## config.mk

```make
export PLATFORM = sky130hd
export DESIGN_NAME = aes_round_ctrl
export DESIGN_NICKNAME = d
export VERILOG_FILES = /design/src/rtl/aes_round_ctrl.sv
export SDC_FILE = /design/constraint.sdc
export NUM_CORES = 1
export LEC_CHECK = 0
export BUFFER_PORTS_ARGS = -buffer_cell sky130_fd_sc_hd__buf_2
export CORE_MARGIN = 3
export CORE_UTILIZATION = 50
export CTS_CLUSTER_SIZE = 14
export DETAILED_ROUTE_END_ITERATION = 12
export GPL_TIMING_DRIVEN = 0
export MAX_ROUTING_LAYER = met4
export PLACE_DENSITY = 0.85
export SYNTH_ARGS = -nofsm -noshare
export SYNTH_HDL_FRONTEND = slang
export SYNTH_SLANG_ARGS = --single-unit
```

## constraint.sdc

```tcl
create_clock -name clk -period 1.49 [get_ports clk]
set_clock_uncertainty 0.05 [all_clocks]
set_input_delay 0.149 -clock clk [delete_from_list [all_inputs] [get_ports clk]]
set_output_delay 0.149 -clock clk [all_outputs]
set_load 0.02 [all_outputs]
```

## src/rtl/aes_round_ctrl.sv

```systemverilog
// AES round sequencer: steps the 128-bit state and round-key registers through
// one initial key addition, NR-1 full rounds and one final round. It produces
// the round index, the round constant and the last-round flag for the
// combinational round logic.
module aes_round_ctrl #(
  parameter int NR = 10,
  parameter int RW = 4
) (
  input  logic          clk,
  input  logic          rst,
  input  logic          start,
  input  logic          abort,
  output logic          busy,
  output logic          done,
  output logic          state_en,
  output logic          state_sel,
  output logic          key_en,
  output logic          key_sel,
  output logic [RW-1:0] round,
  output logic [7:0]    rcon,
  output logic          last_round
);

  typedef enum logic [2:0] {
    IDLE  = 3'd0,
    INIT  = 3'd1,
    ROUND = 3'd2,
    FINAL = 3'd3,
    DONE  = 3'd4
  } state_t;

  // Index of the last full round; from here the next round is the final one.
  localparam logic [RW-1:0] ROUND_LAST = RW'(NR - 1);
  localparam logic [RW-1:0] ROUND_ONE  = RW'(1);
  localparam logic [7:0]    RCON_INIT  = 8'h01;

  state_t        st, st_nxt;
  logic [RW-1:0] round_q, round_nxt;
  logic [7:0]    rcon_q, rcon_nxt;

  // Multiply by x in GF(2^8) modulo the AES polynomial x^8+x^4+x^3+x+1.
  function automatic logic [7:0] xtime(input logic [7:0] v);
    logic [7:0] sh;
    sh = {v[6:0], 1'b0};
    return v[7] ? (sh ^ 8'h1b) : sh;
  endfunction

  // State, round counter and round constant registers, cleared asynchronously.
  always_ff @(posedge clk or posedge rst) begin
    if (rst) begin
      st      <= IDLE;
      round_q <= '0;
      rcon_q  <= RCON_INIT;
    end else begin
      st      <= st_nxt;
      round_q <= round_nxt;
      rcon_q  <= rcon_nxt;
    end
  end

  // Next-state logic. An abort during the run goes back to IDLE and rewinds
  // round and rcon so that the next start begins cleanly.
  always_comb begin
    st_nxt    = st;
    round_nxt = round_q;
    rcon_nxt  = rcon_q;
    case (st)
      IDLE: begin
        // Abort wins over start so a stuck abort can hold the block idle.
        if (start && !abort) begin
          st_nxt = INIT;
        end
      end
      INIT: begin
        if (abort) begin
          st_nxt    = IDLE;
          round_nxt = '0;
          rcon_nxt  = RCON_INIT;
        end else begin
          // Round 1 uses the initial rcon; the key register now holds key 0.
          st_nxt    = ROUND;
          round_nxt = ROUND_ONE;
        end
      end
      ROUND: begin
        if (abort) begin
          st_nxt    = IDLE;
          round_nxt = '0;
          rcon_nxt  = RCON_INIT;
        end else begin
          round_nxt = round_q + ROUND_ONE;
          rcon_nxt  = xtime(rcon_q);
          if (round_q == ROUND_LAST) begin
            st_nxt = FINAL;
          end
        end
      end
      FINAL: begin
        if (abort) begin
          st_nxt    = IDLE;
          round_nxt = '0;
          rcon_nxt  = RCON_INIT;
        end else begin
          st_nxt = DONE;
        end
      end
      DONE: begin
        // The ciphertext is already in the state register, so abort has no
        // effect here and done still pulses.
        st_nxt    = IDLE;
        round_nxt = '0;
        rcon_nxt  = RCON_INIT;
      end
      default: begin
        st_nxt    = IDLE;
        round_nxt = '0;
        rcon_nxt  = RCON_INIT;
      end
    endcase
  end

  // Moore output decode of the register enables and input selects.
  always_comb begin
    busy       = 1'b0;
    done       = 1'b0;
    state_en   = 1'b0;
    state_sel  = 1'b0;
    key_en     = 1'b0;
    key_sel    = 1'b0;
    last_round = 1'b0;
    case (st)
      INIT: begin
        // Load plaintext ^ key into the state register and the cipher key
        // into the key register.
        busy     = 1'b1;
        state_en = 1'b1;
        key_en   = 1'b1;
      end
      ROUND: begin
        busy      = 1'b1;
        state_en  = 1'b1;
        state_sel = 1'b1;
        key_en    = 1'b1;
        key_sel   = 1'b1;
      end
      FINAL: begin
        busy       = 1'b1;
        state_en   = 1'b1;
        state_sel  = 1'b1;
        key_en     = 1'b1;
        key_sel    = 1'b1;
        last_round = 1'b1;
      end
      DONE: begin
        busy = 1'b1;
        done = 1'b1;
      end
      default: begin
      end
    endcase
  end

  assign round = round_q;
  assign rcon  = rcon_q;

endmodule

```

# ---- After elaboration in Yosys (flattened, before gate mapping)
# Index checks and enable logic that the tools add are counted.
dict set report classes {
  muxes 19
  reduce_logical 10
  eq_ne 9
  add_sub_neg 1
  bitwise 2
}
# operator count
set op_table {}
lappend op_table {{8-bit case mux with 3 select lines} 1}
lappend op_table {{8-bit two-way mux} 2}
lappend op_table {{4-bit case mux with 4 select lines} 1}
lappend op_table {{3-bit two-way mux} 4}
lappend op_table {{3-bit case mux with 4 select lines} 1}
lappend op_table {{4-bit two-way mux} 2}
lappend op_table {{3-bit by 2-bit equality test with 1-bit output (second input constant)} 2}
lappend op_table {{1-bit two-way mux} 6}
lappend op_table {{2-bit AND reduction} 3}
lappend op_table {{5-bit two-way mux} 1}
lappend op_table {{4-bit by 1-bit adder with 4-bit output (second input constant)} 1}
lappend op_table {{4-bit equality test (second input constant)} 1}
lappend op_table {{2-bit != test (second input constant)} 2}
lappend op_table {{4-bit NOT} 1}
lappend op_table {{2-bit OR reduction} 2}
lappend op_table {{4-bit OR reduction} 1}
lappend op_table {{3-bit by 1-bit equality test with 1-bit output (second input constant)} 1}
lappend op_table {{3-bit equality test (second input constant)} 1}
lappend op_table {{3-bit zero test} 1}
lappend op_table {{3-bit != test (second input constant)} 1}
lappend op_table {{3-bit OR reduction} 1}
lappend op_table {{2-bit two-way mux} 1}
lappend op_table {{2-bit by 1-bit != test with 1-bit output (second input constant)} 1}
lappend op_table {{1-bit logical AND} 1}
lappend op_table {{other kinds (2)} 2}
dict set report word_totals {
  out_inout_bits 19
  ff_bits 15
}

# ---- Depth between registers and ports, before layout
dict set report logic_depth {
  depth_word 4
  mapped_depth 6
}

# ---- Worst setup path before layout
# Ideal clock, no wire load.
dict set report synth_timing {
  kind {reg-to-output}
  start {reg st[2]}
  end {out state_en}
  path_buffers 2
  arrival_ps 1201
  slack_ps 90
  stages_incl_launch_ff 4
  cell_sequence {dfrtp_1 -> buf_2 -> nor2_1 -> buf_4}
}
dict set report synth_between {
  elab_chain_cells 3
  word_cells_on_any_way 5
  classes_between {3 x eq/ne; 1 x mux; 1 x reduce/logical}
}
# element line
set synth_lines {}
lappend synth_lines {{from (decl)} 37} ;# state_t st, st_nxt;
lappend synth_lines {{from (signal assigned)} 55} ;# st <= st_nxt;
lappend synth_lines {{3-bit by 2-bit equality test with 1-bit output or 3-bit by 1-bit equality test with 1-bit output (tied branches)} --}
lappend synth_lines {{3-bit OR reduction (no line) *} --}
lappend synth_lines {{1-bit two-way mux *} --}
lappend synth_lines {{to (decl)} 15} ;# output logic state_en,
# Every way passes the cells marked *; elsewhere a longest branch is shown, timed or not.

# ---- Worst setup path in the final report
dict set report layout_timing {
  start {reg st[0]}
  end {out busy}
}
dict set report layout_between {
  elab_chain_cells 3
  word_cells_on_any_way 6
  classes_between {4 x eq/ne; 1 x mux; 1 x reduce/logical}
}
# element line
set layout_lines {}
lappend layout_lines {{3-bit by 2-bit equality test with 1-bit output (tied with other cells)} 131} ;# case (st)
lappend layout_lines {{4-bit OR reduction (no line) *} --}
lappend layout_lines {{1-bit two-way mux *} 131}
lappend layout_lines {{to (decl)} 13} ;# output logic busy,
# Marked as above.

==> reports/results.txt <==
The flow ran to the end, but the final reports show violations. The final reports fail on negative setup slack. The logs give 1 for the number of levels in the clock H-tree and 116 for the number of placed instances with taps included. After the first detailed-routing iteration, the DRC count stood at 11. The run gives 44.5% as the portion of the post-synthesis area used by sequential elements. For the initial core utilization, the log shows 54.3%. The critical path ends at busy.

Of all nets on the critical path, the largest fanout is 9. The first global-routing pass estimated 2950 um of wire. Fraction of final layout cells sized beyond drive strength 1: 45.2%. Setup repair after global routing could not meet its margin everywhere. After detailed routing, the wire length on met1 is 867 um. The top cell family by delay on the critical path was flip-flops. The total standard cell area after synthesis came out at 847 um^2. For this design the ratio of total power to cell area is 1040 nW/um^2. The post-CTS clock slew at the launch and capture registers of the worst setup and hold paths is 90 ps, and the top-area cell type share of the netlist area is 41.4%.

The total count of hold-check failures in the final report is 0. The tools report the endpoint kind of the worst setup timing path as a primary output. The tools report the relative slew slack as 62.2%.

The die is 47.2 um tall. The CTS root buffer is sky130_fd_sc_hd__clkbuf_4. The delay contributed by the slowest stage of the critical path works out to 380 ps. The number of max-slew violations in the final report is 0. The top achievable clock speed is 668 MHz, and the horizontal die dimension is 47.2 um.

The via count of the first global-routing pass was 659; the routed wire length on met2 was 917 um. By startpoint and endpoint, the worst setup path is classified as flip-flop to primary output. The post-layout minimum cycle time was 1500 ps; the number of enable flip-flop cells after synthesis was 0. The signal on the critical path passes through buf_6 -> nor2_4 -> xnor2_1 -> buf_4. Detailed-route wire length per cell: 14.6 um.

Summing internal, switching and leakage power gives 1.15 mW. The initial antenna violation count was 0; the average instance area after synthesis was 10.7 um^2. The count of clock tree sinks was 15; the total number of vias was 717. Counting buffers and inverters, the worst setup path is 4 cells deep. The reg-to-reg critical path startpoint is st[1]. STA classifies the critical path startpoint as a flip-flop.

The routed design has 1910 um of wire. The port buffer count works out to 21. The setup violation total in the final timing report is 2. After synthesis, the share of flip-flops with an asynchronous set or reset is 100%.

The final critical path takes up 100% of the cycle. Counting cells, the worst reg-to-reg path comes to 6. The number of different library cells used by synthesis comes to 32. Counting flops and latches in the post-synthesis netlist gives 15.

TritonCTS built the clock tree. The number of nets handed over by synthesis was 85. The largest net degree at the start of global routing was 16. The peak supply drop is 0.000633 V, and the number of antenna repair diodes is 0.

Data on the critical path arrives at its endpoint at 1300 ps. The number of buffers and inverters on the critical path is 2. After detailed routing, the met3 layer carries 83 um of wire. In this run the standard cell core region covers 1560 um^2.

The most used flip-flop cell after synthesis is sky130_fd_sc_hd__dfrtp_1. From synthesis to final layout, the design area changed by 30.4%. The logs give 0 for the synthesis warning total and 0 for the number of max-cap violations. Yosys attributes the largest share of cell area to sky130_fd_sc_hd__dfrtp_1, sky130_fd_sc_hd__a22o_1, sky130_fd_sc_hd__a221oi_2, sky130_fd_sc_hd__dfstp_2, sky130_fd_sc_hd__xnor2_1.

The total number of nets in the final design was 122. The post-detailed-route DRC marker count was 0; the worst path setup slack after routing was -7.29 ps. In this run the remaining antenna-violating nets after routing total 0.

The path type of the worst min-delay path is input port to flip-flop. The pin slew with the least headroom to its limit was 567 ps; the residual overflow from global routing was 0. For this design the static power due to leakage is 0.575 nW. The HPWL after detailed placement was 1130 um; the worst-skew pair later-pin latency was 290 ps. The clock passes through at most 2 buffers. The number of clock buffers added by TritonCTS is 3.

In the synthesized netlist, the number of instances is 79. 23 I/O pins were placed. Standard cell with the maximum stage delay on the critical path: sky130_fd_sc_hd__dfrtp_1. Global routing consumed, over all layers together, 20.1% of the routing resources. The congestion estimate from routability-driven global placement came to 0.774. Routed signal wires occupy layers up through met4. Dividing the detail-routed via count by the number of cells gives 5.47.

The endpoint identified for the worst register-to-register timing path is round[0]. The biggest area contributor in the post-synthesis netlist is sky130_fd_sc_hd__dfrtp_1. Die footprint: 2220 um^2. The register-to-register setup slack is 140 ps. After the flow finishes, the layout carries non-filler instances totaling 131. The number of iterations in the first detailed-routing pass is 4, and the number of placement rows is 14.

The most critical setup path has its startpoint at st[0]. For the worst setup path, the data required time is 1290 ps.
state kept, by name, indices dropped and copies added, names as in the netlist:
| signal | flops |
|---|---|
| rcon | 8 |
| st | 3 |
| round | 4 |
layer usage:
layer  global-route usage, %  vias up
li1                        -      347
met1                    26.1      340
met2                    29.5       24
met3                    2.30        6
met4                    12.7        0
met5                       -        -
stage by stage:
stage          hold slack [ps]  utilization, %  instance area, um^2  setup TNS (ps)  setup slack [ps]
2_1_floorplan           -0.236               -                  847               0              90.3
3_3_place_gp               170            62.4                  972               0               197
3_5_place_dp               178            62.4                  972               0               178
4_1_cts                    138            69.1                 1080               0              11.5
5_1_grt                    169            70.9                 1100            -250             -99.2
6_report                   158            70.9                 1100           -8.00             -7.29
power by group:
group          switching [mW]  internal, mW  total (mW)
Sequential             0.0437         0.456       0.500
Clock                   0.140        0.0999       0.240
Combinational           0.232         0.183       0.415
logic make-up after synthesis:
group | after synthesis | synth area share (%)
AOI/OAI and AO/OA | 17 | 17.4
xor gates and xnor gates | 6 | 6.20
buffers and inverters | 12 | 8.27
adders and majority gates | 2 | 2.95
and+or+nand+nor | 26 | 19.5
muxes | 1 | 1.18
DFF | 15 | 44.5
area by class of cell:
| class | instances | area, um^2 |
|---|---|---|
| Buffer | 6 | 50.0 |
| Clock buffer | 3 | 22.5 |
| Clock inverter | 1 | 5.00 |
| Fill cell | 113 | 454 |
| Inverter | 6 | 22.5 |
| Multi-Input combinational cell | 52 | 405 |
| Sequential cell | 15 | 378 |
| Tap cell | 16 | 20.0 |
| Timing Repair Buffer | 32 | 201 |
placed cells by master, fill, tap and decap left out, drive strengths merged:
cell type    count
and2b            1
dfstp            1
buf             37
nand2            6
nor4             1
nor3             4
a221oi           2
clkbuf           3
dfrtp           14
a2bb2oi          1
clkinv           1
dlygate4sd3      1
nor2             7
o32a             1
xor2             3
a22oi            1
ha               2
a41oi            1
a22o             7
nand3b           1
mux2i            1
nand2b           1
inv              6
xnor2            3
and2             2
o21ai            3
nand3            1
nor2b            2
a31oi            1
cells in the mapped netlist, drive strengths merged, types with 2 or more instances:
library cell	number
a221oi	2
a22o	7
and2	2
buf	6
dfrtp	14
ha	2
inv	6
nand2	6
nor2	7
nor2b	2
nor3	4
o21ai	3
xnor2	3
xor2	3
repair_timing:
action                                  CTS  global route
resized for setup                         6             2
hold buffers                              1             0
endpoints found under the setup margin    6             6
setup buffers                             7             3
pin swaps                                 1             1
endpoints found under the hold margin    14             0
gates cloned                              0             0
how the worst min path moves through the flow:
stage | start | end | slack (ps) | depth (start not counted)
finish | abort | st[2] | 160 | 2
global route | abort | st[2] | 170 | 2
CTS | abort | st[2] | 140 | 2
detailed placement | rst | rcon[5] | 180 | 2
floorplan | rst | rcon[1] | -0.2 | 1
global placement | rst | rcon[5] | 170 | 2
No activity file was read; power rests on OpenSTA's default activity.
